===== src/rtl/alu_decode_stage_if.sv =====
// rtl/alu_decode_stage_if.sv - fetch-side input and execute-side output bundle of the decode stage
interface alu_decode_stage_if;
    logic        in_valid;
    logic        in_ready;
    logic [31:0] instr;
    logic [31:0] rs1_data;
    logic [31:0] rs2_data;
    logic        out_valid;
    logic        out_ready;
    logic [3:0]  alu_control;
    logic [31:0] op_a;
    logic [31:0] op_b;
    logic [31:0] imm;
    logic [4:0]  rd;
    logic        reg_write;
    logic        mem_read;
    logic        mem_write;
    logic        branch;
    logic        illegal;

    modport master (
        output in_valid, instr, rs1_data, rs2_data, out_ready,
        input  in_ready, out_valid, alu_control, op_a, op_b, imm, rd,
               reg_write, mem_read, mem_write, branch, illegal
    );

    modport slave (
        input  in_valid, instr, rs1_data, rs2_data, out_ready,
        output in_ready, out_valid, alu_control, op_a, op_b, imm, rd,
               reg_write, mem_read, mem_write, branch, illegal
    );
endinterface


===== src/rtl/alu_decode_stage.sv =====
// rtl/alu_decode_stage.sv - registered RV32I decode stage feeding the ALU
// Optional BEQ/BNE decode enabled by defining ALU_BRANCH_EN.
module alu_decode_stage (
    input logic              clk,
    input logic              rst,
    input logic              flush,
    alu_decode_stage_if.slave bus
);
    localparam logic [3:0] alu_add     = 4'b0000;
    localparam logic [3:0] alu_and     = 4'b0001;
    localparam logic [3:0] alu_or      = 4'b0010;
    localparam logic [3:0] alu_sll     = 4'b0011;
    localparam logic [3:0] alu_slt     = 4'b0100;
    localparam logic [3:0] alu_srl     = 4'b0101;
    localparam logic [3:0] alu_sub     = 4'b0110;
    localparam logic [3:0] alu_xor     = 4'b0111;
    localparam logic [3:0] alu_illegal = 4'b1111;

    localparam logic [6:0] op_r      = 7'b0110011;
    localparam logic [6:0] op_i      = 7'b0010011;
    localparam logic [6:0] op_load   = 7'b0000011;
    localparam logic [6:0] op_store  = 7'b0100011;

    logic [6:0]  opcode;
    logic [2:0]  funct3;
    logic [6:0]  funct7;
    logic [31:0] i_imm;
    logic [31:0] s_imm;

    assign opcode = bus.instr[6:0];
    assign funct3 = bus.instr[14:12];
    assign funct7 = bus.instr[31:25];
    assign i_imm  = {{20{bus.instr[31]}}, bus.instr[31:20]};
    assign s_imm  = {{20{bus.instr[31]}}, bus.instr[31:25], bus.instr[11:7]};

`ifdef ALU_BRANCH_EN
    localparam logic [6:0] op_branch = 7'b1100011;
    localparam logic [3:0] alu_beq   = 4'b1000;
    localparam logic [3:0] alu_bne   = 4'b1001;
    logic [31:0] b_imm;
    assign b_imm = {{19{bus.instr[31]}}, bus.instr[31], bus.instr[7],
                    bus.instr[30:25], bus.instr[11:8], 1'b0};
`endif

    // Source-register indices are resolved by the register file before this stage.
    logic unused_rs1_idx;
    assign unused_rs1_idx = ^bus.instr[19:15];

    logic [3:0]  d_ctl;
    logic [31:0] d_a, d_b, d_imm;
    logic [4:0]  d_rd;
    logic        d_legal, d_wr, d_mr, d_mw, d_br;

    always_comb begin
        d_ctl   = alu_add;
        d_a     = bus.rs1_data;
        d_b     = bus.rs2_data;
        d_imm   = '0;
        d_rd    = bus.instr[11:7];
        d_legal = 1'b0;
        d_wr    = 1'b0;
        d_mr    = 1'b0;
        d_mw    = 1'b0;
        d_br    = 1'b0;
        case (opcode)
            op_r: begin
                d_wr = 1'b1;
                if (funct7 == 7'b0000000) begin
                    d_legal = 1'b1;
                    case (funct3)
                        3'b000:  d_ctl = alu_add;
                        3'b001:  d_ctl = alu_sll;
                        3'b010:  d_ctl = alu_slt;
                        3'b100:  d_ctl = alu_xor;
                        3'b101:  d_ctl = alu_srl;
                        3'b110:  d_ctl = alu_or;
                        3'b111:  d_ctl = alu_and;
                        default: d_legal = 1'b0;
                    endcase
                end else if (funct7 == 7'b0100000 && funct3 == 3'b000) begin
                    d_legal = 1'b1;
                    d_ctl   = alu_sub;
                end
            end
            op_i: begin
                d_wr    = 1'b1;
                d_b     = i_imm;
                d_imm   = i_imm;
                d_legal = 1'b1;
                case (funct3)
                    3'b000: d_ctl = alu_add;
                    3'b010: d_ctl = alu_slt;
                    3'b100: d_ctl = alu_xor;
                    3'b110: d_ctl = alu_or;
                    3'b111: d_ctl = alu_and;
                    3'b001: begin
                        d_ctl   = alu_sll;
                        d_b     = {27'b0, bus.instr[24:20]};
                        d_legal = (funct7 == 7'b0000000);
                    end
                    3'b101: begin
                        d_ctl   = alu_srl;
                        d_b     = {27'b0, bus.instr[24:20]};
                        d_legal = (funct7 == 7'b0000000);
                    end
                    default: d_legal = 1'b0;
                endcase
            end
            op_load: begin
                d_legal = (funct3 == 3'b000) || (funct3 == 3'b010);
                d_b     = i_imm;
                d_imm   = i_imm;
                d_mr    = 1'b1;
                d_wr    = 1'b1;
            end
            op_store: begin
                d_legal = (funct3 == 3'b000) || (funct3 == 3'b010);
                d_b     = s_imm;
                d_imm   = s_imm;
                d_mw    = 1'b1;
            end
`ifdef ALU_BRANCH_EN
            op_branch: begin
                d_legal = (funct3 == 3'b000) || (funct3 == 3'b001);
                d_ctl   = funct3[0] ? alu_bne : alu_beq;
                d_imm   = b_imm;
                d_br    = 1'b1;
            end
`endif
            default: d_legal = 1'b0;
        endcase
        if (!d_legal) begin
            d_ctl = alu_illegal;
            d_wr  = 1'b0;
            d_mr  = 1'b0;
            d_mw  = 1'b0;
            d_br  = 1'b0;
        end
        if (d_rd == 5'd0) d_wr = 1'b0;
    end

    assign bus.in_ready = !flush && (!bus.out_valid || bus.out_ready);

    // Data fields only load on a transfer, so they stay bit-stable through a stall.
    always_ff @(posedge clk or posedge rst) begin
        if (rst) begin
            bus.out_valid   <= 1'b0;
            bus.alu_control <= '0;
            bus.op_a        <= '0;
            bus.op_b        <= '0;
            bus.imm         <= '0;
            bus.rd          <= '0;
            bus.reg_write   <= 1'b0;
            bus.mem_read    <= 1'b0;
            bus.mem_write   <= 1'b0;
            bus.branch      <= 1'b0;
            bus.illegal     <= 1'b0;
        end else if (flush) begin
            bus.out_valid <= 1'b0;
        end else if (bus.in_valid && bus.in_ready) begin
            bus.out_valid   <= 1'b1;
            bus.alu_control <= d_ctl;
            bus.op_a        <= d_a;
            bus.op_b        <= d_b;
            bus.imm         <= d_imm;
            bus.rd          <= d_rd;
            bus.reg_write   <= d_wr;
            bus.mem_read    <= d_mr;
            bus.mem_write   <= d_mw;
            bus.branch      <= d_br;
            bus.illegal     <= !d_legal;
        end else if (bus.out_ready) begin
            bus.out_valid <= 1'b0;
        end
    end
endmodule


===== src/flat_wrapper.sv =====
// flat-port wrapper written by rule: the top's interface ports become plain ports
module alu_decode_stage_flat 
  (clk, rst, flush, bus_in_valid, bus_instr, bus_rs1_data, bus_rs2_data, bus_out_ready, bus_in_ready, bus_out_valid, bus_alu_control, bus_op_a, bus_op_b, bus_imm, bus_rd, bus_reg_write, bus_mem_read, bus_mem_write, bus_branch, bus_illegal);
  alu_decode_stage_if bus_i ();
  input logic clk;
  input logic rst;
  input logic flush;
  input wire logic [$bits(bus_i.in_valid)-1:0] bus_in_valid;
  input wire logic [$bits(bus_i.instr)-1:0] bus_instr;
  input wire logic [$bits(bus_i.rs1_data)-1:0] bus_rs1_data;
  input wire logic [$bits(bus_i.rs2_data)-1:0] bus_rs2_data;
  input wire logic [$bits(bus_i.out_ready)-1:0] bus_out_ready;
  output wire logic [$bits(bus_i.in_ready)-1:0] bus_in_ready;
  output wire logic [$bits(bus_i.out_valid)-1:0] bus_out_valid;
  output wire logic [$bits(bus_i.alu_control)-1:0] bus_alu_control;
  output wire logic [$bits(bus_i.op_a)-1:0] bus_op_a;
  output wire logic [$bits(bus_i.op_b)-1:0] bus_op_b;
  output wire logic [$bits(bus_i.imm)-1:0] bus_imm;
  output wire logic [$bits(bus_i.rd)-1:0] bus_rd;
  output wire logic [$bits(bus_i.reg_write)-1:0] bus_reg_write;
  output wire logic [$bits(bus_i.mem_read)-1:0] bus_mem_read;
  output wire logic [$bits(bus_i.mem_write)-1:0] bus_mem_write;
  output wire logic [$bits(bus_i.branch)-1:0] bus_branch;
  output wire logic [$bits(bus_i.illegal)-1:0] bus_illegal;
  assign bus_i.in_valid = bus_in_valid;
  assign bus_i.instr = bus_instr;
  assign bus_i.rs1_data = bus_rs1_data;
  assign bus_i.rs2_data = bus_rs2_data;
  assign bus_i.out_ready = bus_out_ready;
  assign bus_in_ready = bus_i.in_ready;
  assign bus_out_valid = bus_i.out_valid;
  assign bus_alu_control = bus_i.alu_control;
  assign bus_op_a = bus_i.op_a;
  assign bus_op_b = bus_i.op_b;
  assign bus_imm = bus_i.imm;
  assign bus_rd = bus_i.rd;
  assign bus_reg_write = bus_i.reg_write;
  assign bus_mem_read = bus_i.mem_read;
  assign bus_mem_write = bus_i.mem_write;
  assign bus_branch = bus_i.branch;
  assign bus_illegal = bus_i.illegal;
  alu_decode_stage u_core (.clk(clk), .rst(rst), .flush(flush), .bus(bus_i));
endmodule

===== config.mk =====
export PLATFORM = sky130hd
export DESIGN_NAME = alu_decode_stage_flat
export DESIGN_NICKNAME = d
export VERILOG_FILES = /design/src/rtl/alu_decode_stage_if.sv /design/src/rtl/alu_decode_stage.sv /design/src/flat_wrapper.sv
export SDC_FILE = /design/constraint.sdc
export NUM_CORES = 1
export LEC_CHECK = 0
export CAP_MARGIN = 25
export CELL_PAD_IN_SITES_DETAIL_PLACEMENT = 1
export CELL_PAD_IN_SITES_GLOBAL_PLACEMENT = 1
export CORE_AREA = 2 2 112 125
export DETAILED_ROUTE_END_ITERATION = 8
export DIE_AREA = 0 0 114 127
export MAX_ROUTING_LAYER = met4
export PLACE_DENSITY = 0.94
export SETUP_SLACK_MARGIN = 0.1
export SKIP_LAST_GASP = 1
export SYNTH_ARGS = -nofsm -noshare
export SYNTH_HDL_FRONTEND = slang
export SYNTH_SLANG_ARGS = --single-unit

===== constraint.sdc =====
create_clock -name clk -period 4.7 [get_ports clk]
set_input_delay 0.94 -clock clk [delete_from_list [all_inputs] [get_ports clk]]
set_output_delay 0.94 -clock clk [all_outputs]
set_load 0.1 [all_outputs]

# After elaboration in Yosys (flattened, before gate mapping)
# Index checks and enable logic that the tools add are counted.
classes:
  reduce_logical: 19
  n_eq_ne: 11
  n_mux: 23
  bitwise_logic: 1
op_table:
  columns: ["operator", "count"]
  rows:
  - ["$pmux W32 S3", 1]
  - ["$pmux W32 S2", 1]
  - ["$mux W32", 1]
  - ["$eq A7 B6 Y1 const B", 3]
  - ["$pmux W3 S6", 1]
  - ["$mux W1", 13]
  - ["$eq A3 B3 Y1 const B", 4]
  - ["$mux W4", 2]
  - ["$pmux W4 S2", 1]
  - ["$eq A7 B2 Y1 const B", 1]
  - ["$eq A7 B5 Y1 const B", 1]
  - ["$logic_not A7 Y1", 1]
  - ["$reduce_or A7 Y1", 1]
  - ["$reduce_or A2 Y1", 3]
  - ["$logic_not A5 Y1", 1]
  - ["$reduce_or A5 Y1", 1]
  - ["$eq A3 B1 Y1 const B", 1]
  - ["$eq A3 B2 Y1 const B", 1]
  - ["$logic_and A1 B1 Y1", 3]
  - ["$logic_not A1 Y1", 3]
  - ["$logic_not A3 Y1", 1]
  - ["$mux W3", 1]
  - ["$pmux W1 S3", 1]
  - ["$reduce_bool A3 Y1", 1]
  - ["5 further kinds", 6]
word_totals:
  out_inout_bits: 112
  inputBits: 101
  regBits: 110
  wordCells: 64

# Logic depth before layout (Yosys ltp)
# Gate-level depths: netlist (run 1).
depth:
  ltp_word: 7
  mapped_depth: 7

# Least setup slack after synthesis (run 1)
# No wires, ideal clock.
synth_timing:
  kind: "flip-flop to flip-flop"
  startpoint: "reg u_core.bus.out_valid"
  endpoint: "reg u_core.bus.op_b[11]"
  setup_slack_ps: 1190
  setup_ps: 137
  path_stages_with_launch: 7
  required_time_ps: 4563
  n_path_buf: 1
  synth_period_minus_slack_ps: 3510
  t_arrival_ps: 3373
  cell_sequence: "dfrtp_1 -> nor2b_1 -> nor2_1 -> nand2_1 -> a31oi_1 -> clkbuf_1 -> a21oi_1"
synth_between:
  elab_chain_cells: 5
synth_rtl:
  columns: ["item", "line", "text"]
  rows:
  - ["from (decl)", "alu_decode_stage_if.sv:29", "output in_ready, out_valid, alu_control, op_a, op_b, imm, rd,"]
  - ["from (signal assigned)", "alu_decode_stage.sv:147", "bus.out_valid <= 1'b0;"]
  - ["from (signal assigned)", "alu_decode_stage.sv:159", "bus.out_valid <= 1'b0;"]
  - ["from (signal assigned)", "alu_decode_stage.sv:161", "bus.out_valid <= 1'b1;"]
  - ["$logic_not A1 Y1", "alu_decode_stage.sv:142", "assign bus.in_ready = !flush && (!bus.out_valid || bus.out_ready);"]
  - ["$logic_or A1 B1 Y1", "alu_decode_stage.sv:142", null]
  - ["$logic_and A1 B1 Y1", "alu_decode_stage.sv:142", null]
  - ["via bus_in_ready", "flat_wrapper.sv:13", "output wire logic [$bits(bus_i.in_ready)-1:0] bus_in_ready;"]
  - ["$logic_and A1 B1 Y1", "alu_decode_stage.sv:160", "end else if (bus.in_valid && bus.in_ready) begin"]
  - ["$reduce_and A2 Y1 (no line)", null, null]
  - ["to (signal assigned)", "alu_decode_stage.sv:150", "bus.op_b <= '0;"]
  - ["to (signal assigned)", "alu_decode_stage.sv:164", "bus.op_b <= d_b;"]
  - ["to (decl)", "alu_decode_stage_if.sv:29", null]
# The timed path passes the listed nets, and every way through them passes these cells.
# A chain may end at the register's enable or synchronous reset.

==> results.yml, run 1 <==
logic_synthesis:
  ys_warn_count: 0
  synth_flop_cell: "dfrtp_1"
  ys_types: 36
  avgSynthCellArea_sq_um: 8.87
  synthCells: 440
  netlist_area_sq_um: 3900
  async_reset_ff_share_pct: 100
  ys_seq_elements: 89
  synth.yosys.seq_area_share_pct: 57.1
  syn_nets: 541
  synth_edf_count: 0
critical_path:
  startpoint: "u_core.bus.imm[30]"
  slowest_stage: "clkdlybuf4s50_1"
  cp_max_fo: 22
  path_class: "reg -> out"
  cp-start-kind: "register"
  cpPeakStageDelay_ns: 1.25
  path_delay_family: "buffers and inverters"
  end_kind: "primary output"
  r2r_start: "u_core.bus.out_valid"
  cp.required_ns: 3.76
  path_depth: 1
  crit_arrival_ns: 2.25
  r2r.worst_path.cells: 5
  path_buf_inv: 1
  crit_path_cell_trace: "clkdlybuf4s50_1"
routing:
  drt_iter0_markers: 79
  wire_per_inst_microns: 17.3
  vias_per_cell: 4.80
  detail-route-antenna-nets: 0
  dr.pass1.iters: 4
  drc_errors: 0
  wl_microns: 13600
  dr_total_vias: 3754
finish:
  drive_gt1_share_pct: 5.15
  diodes: 0
  multi_input_area_sq_um: 1430
  final_area_sq_um: 6320
  fillerInstances: 1464
  regArea_sq_um: 2230
  final_nets: 717
  fin_cells: 782
  synthToLayoutAreaGrowth_pct: 61.9
sta:
  max_freq_mhz: 314
  hold_viol: 0
  rsz0062_at_grt: "false"
  tightest_slew_ns: 1.04
  fin_crit_ns: 3.19
  skew_ns: 0.00596
  final.setup.tns_ns: 0
  drv_slew: 0
  fin_crit_sh_pct: 67.8
  slew_headroom_pct: 30.7
  report.final.setup_viol: 0
die:
  dieArea_sq_um: 14500
  rows: 44
  initial_utilization_pct: 29.8
  die_w_microns: 114
  die_h_microns: 127
  io_pins: 213
  coreArea_sq_um: 13100
clock_tree:
  clockBufferDepth: 2
  root_buffer: "clkbuf_16"
  cts_tree: "yes"
  cts_sinks: 89
  h-tree-depth: 3
  postCtsSetupBuffers: 0
  clk_pin_slew_worst_paths_ns: 0.07
  ctsResizeCount: 0
  cts_made_buffers: 9
  insertion_delay_ns: 0.33
  hold_buffers: 0
global_routing:
  grt_use_total_pct: 19.4
  antenna_found_initial: 0
  grt-ovfl-total: 0
  grt_max_degree: 77
  grt_pass1_wl_microns: 21600
  grt_pass1_vias: 4255
flow_run:
  cap_violations: 0
min_path:
  hp-start: "u_core.bus.op_a[1]"
  hold_class: "reg -> reg"
  hold_depth: 2
place:
  place_area_sq_um: 5990
  io_buffers: 206
  dp_hpwl_microns: 10100
  place_congestion: 0.841
  dp_cells: 766
power:
  peakVddDrop_v: 0.000242
  powerDensity_nw_per_um2: 462
  power.leakage_nw: 2.87
status:
  status: "completed"
-- sequential cells by signal, indices dropped and copies added, names as in the netlist --
signal and count:
u_core.bus.rd 5, u_core.bus.alu_control 4, u_core.bus.out_valid 1, u_core.bus.op_b 32, u_core.bus.reg_write 1, u_core.bus.mem_read 1, u_core.bus.mem_write 1, u_core.bus.imm 12
u_core.bus.op_a 32
-- cells by family after synthesis --
family / count (synthesis) / share of synthesized area (%)
flip-flops: 89 / 57.1
buffers and inverters: 50 / 6.92
other: 1 / 0.0961
AO/OA/AOI/OAI: 68 / 10.9
adder cells (fa/ha/maj): 1 / 0.256
AND/OR/NAND/NOR: 229 / 24.3
multiplexers: 2 / 0.545
-- stage by stage --
step	utilization, %	setup WS, ns	total power, mW	hold slack (ns)
2_1_floorplan	-	1.19	1.80	0.962
3_3_place_gp	45.5	1.45	2.12	0.457
3_5_place_dp	45.7	1.42	2.15	0.467
4_1_cts	48.2	1.46	2.95	0.478
5_1_grt	48.2	1.37	3.02	0.504
6_report	48.2	1.51	2.92	0.474
-- worst paths after layout --
check / to / slack [ns]
hold reg to reg: u_core.bus.op_a[1] / 0.47
min in group asynchronous: u_core.bus.op_a[17] / 0.94
setup reg to reg: u_core.bus.op_b[7] / 2.58
max in group asynchronous: u_core.bus.rd[3] / 3.13
hold / removal: u_core.bus.op_a[1] / 0.47
setup / recovery: bus_imm[28] / 1.51
-- cell usage after synthesis (all sizes together), types with 2 or more instances --
master  count  share of area (%)
a211o       5                1.1
a21o        5               0.96
a21oi      26                3.3
a31oi       3               0.48
a32oi       6                1.3
and3        5               0.80
buf        27                4.7
clkbuf     20                1.9
dfrtp      89                 57
inv         3               0.29
nand2     167                 16
nand2b      2               0.32
nand4       3               0.48
nor2       34                3.3
nor2b       7                1.1
nor4        2               0.32
o211ai      2               0.51
o21ai      17                2.2
or3         2               0.45
or4         3               0.67
-- cell type report --
type	count	area share, %
sequential	89	35.2
timing repair buffer	212	33.6
multi-input combinational	301	22.6
clock buffer	9	3.56
tap	161	3.19
clock inverter	7	1.58
inverter	3	0.218
-- report_power, final --
part	internal [mW]	switching (mW)
Sequential	0.860	0.0556
Clock	0.472	0.315
Combinational	0.289	0.929
-- layer usage --
metal / vias to the layer above / part of all wire, % / track usage [%]
li1: 1767 / - / -
met1: 1818 / 40 / 21.5
met2: 141 / 52 / 34.6
met3: 28 / 5.2 / 3.27
met4: 0 / 2.9 / 7.60
met5: - / 0 / -
-- layout by cell type, fill, tap and decap left out, drive strengths merged, types with 3 or more instances in the layout --
cell type,netlist,routed
a31oi,3,3
nor2,34,34
a32oi,6,6
a211o,5,5
or4,3,3
inv,3,6
clkdlybuf4s50,0,205
nand2,167,167
o21ai,17,17
and3,5,5
nor2b,7,7
clkbuf,20,9
a21oi,26,26
buf,27,7
a21o,5,5
nand4,3,3
dfrtp,89,89
No activity file was read; power rests on OpenSTA's default activity.
==> run 2, diff against run 1 <==
CORE_AREA = 2 2 123 137   (was 2 2 112 125)
DIE_AREA = 0 0 125 139   (was 0 0 114 127)
PLACE_DENSITY = 0.84   (was 0.94)
clock period = 2.6 ns   (was 4.7 ns; I/O delays follow)
==> run 2 against run 1 <==
  * Register-to-register slack got worse by 1.8 ns
  * Clock skew is 0.00058 ns lower
  * Via count increased by 1.9%
  * Worst hold slack gained 0.0028 ns
  * Clock power is 94% higher
  * Sequential share of layout area grew 0.22 points
  * Final cell count rose by 7.2%
  * Worst setup slack lost 1.4 ns
  * First-iteration DRC count increased by 35%
  * Sequential power rose by 81%
  * Global-route usage shrank 2.9 points
  * Largest cell class unchanged
==> results.yml, run 2 (synthesized netlist as in run 1, its figures left out) <==
finish:
  final_nets: 730
  reg_top3: "u_core.bus.op_a: 32 flops, u_core.bus.op_b: 32 flops, u_core.bus.imm: 12 flops"
  drive_gt1_share_pct: 24.8
  final_area_sq_um: 6280
  diodes: 0
  final_core_util_pct: 39.1
  final_common_cell: "nand2_1"
  synthToLayoutAreaGrowth_pct: 61.0
  final_cell_mix: "166 x nand2_1, 124 x buf_4, 95 x clkdlybuf4s50_1, 88 x dfrtp_1, 33 x nor2_1"
  fillerInstances: 1856
sta:
  fin_crit_ns: 2.45
  max_freq_mhz: 407
  hold_viol: 0
  drv_slew: 0
  fin_crit_sh_pct: 94.4
  holdWs_ns: 0.477
  rsz0062_at_grt: "false"
  setup_ws_ns: 0.146
  tightest_slew_ns: 0.699
  skew_ns: 0.00538
  report.final.setup_viol: 0
  slew_headroom_pct: 53.4
status:
  status: "completed"
global_routing:
  grt_use_total_pct: 16.5
  grt_pass1_wl_microns: 22100
  grt-ovfl-total: 0
  grt_pass1_vias: 4271
  grt_max_degree: 37
  antenna_found_initial: 0
place:
  io_buffers: 206
  place_area_sq_um: 5930
  place_congestion: 0.809
  place_ws_ns: -0.203
  dp_hpwl_microns: 10800
die:
  coreArea_sq_um: 16100
  die_h_microns: 139
  initial_utilization_pct: 24.3
  io_pins: 213
  die_w_microns: 125
  rows: 49
  dieArea_sq_um: 17400
flow_run:
  cap_violations: 0
routing:
  vias_per_cell: 4.56
  drc_errors: 0
  detail-route-antenna-nets: 0
  wl_microns: 13700
  wire_per_inst_microns: 16.4
  drt_iter0_markers: 107
  dr.pass1.iters: 4
  dr_total_vias: 3825
clock_tree:
  cts_sinks: 89
  cts_made_buffers: 9
  insertion_delay_ns: 0.35
  h-tree-depth: 3
  clockBufferDepth: 2
  postCtsSetupBuffers: 0
  clk_pin_slew_worst_paths_ns: 0.07
  cts_tree: "yes"
  root_buffer: "clkbuf_16"
  hold_buffers: 0
critical_path:
  cp-start-kind: "input pin"
  cp_max_fo: 3
  path_class: "in -> reg"
  cp.required_ns: 2.89
  end_kind: "register"
  crit_arrival_ns: 2.74
power:
  peakVddDrop_v: 0.000359
  power.leakage_nw: 3.10
  powerDensity_nw_per_um2: 850
min_path:
  hold_class: "reg -> reg"
[run 2: changes by cell type in the layout (fill, tap and decap cells not counted), sizes merged]
cell / previous run / this run
clkinvlp: 0 / 1
clkdlybuf4s50: 205 / 95
bufinv: 2 / 3
inv: 6 / 5
buf: 7 / 130
clkinv: 2 / 1
[run 2: through the flow]
stage	power [mW]	TNS, ns	std cells
2_1_floorplan	3.25	0	440
3_3_place_gp	3.81	-0.601	822
3_5_place_dp	3.86	-0.872	822
4_1_cts	5.42	0	838
5_1_grt	5.57	0	838
6_report	5.34	0	838
[run 2: final cells by class]
class | instances | area, sq um | share of cell area (%)
well taps | 204 | 255 | 4.06
inverters | 3 | 15.0 | 0.239
multi-input cells | 301 | 1430 | 22.8
clock inverters | 7 | 124 | 1.97
repair buffers | 225 | 2000 | 31.9
clock buffers | 9 | 225 | 3.58
flip-flops and latches | 89 | 2230 | 35.5
[run 2: what timing repair did]
action                                  in CTS  in global routing
resized for setup                            0                  1
endpoints found under the setup margin       0                  1
endpoints found under the hold margin        0                  0
[run 2: per-layer routing]
layer / global-route usage, % / share of wire (%) / vias up
met5: - / 0 / -
met4: 3.98 / 1.3 / 0
met3: 5.13 / 6.0 / 12
met2: 29.5 / 53 / 133
met1: 17.8 / 40 / 1887
li1: - / - / 1793
[run 2: final timing paths]
check / from / to / slack, ns / cells after the start
max: bus_instr[25] / u_core.bus.reg_write / 0.15 / 6
min reg2reg: u_core.bus.op_a[13] / u_core.bus.op_a[13] / 0.48 / 2
min in group asynchronous: rst / u_core.bus.op_b[11] / 0.60 / 2
max in group asynchronous: rst / u_core.bus.out_valid / 1.44 / 3
min: u_core.bus.op_a[13] / u_core.bus.op_a[13] / 0.48 / 2
max reg2reg: u_core.bus.out_valid / u_core.bus.alu_control[1] / 0.74 / 5
[run 2: worst max-delay path, cell delays in order]
cell,delay (ns)
clkdlybuf4s50_1,0.50
or4_4,0.53
or3_4,0.35
o41a_1,0.45
o211ai_2,0.21
o211a_1,0.18
[run 2: power by group]
part	internal [mW]	switching [mW]	leakage (nW)
clock	0.951	0.576	0.172
sequential	1.56	0.105	1.08
combinational	0.479	1.68	1.84
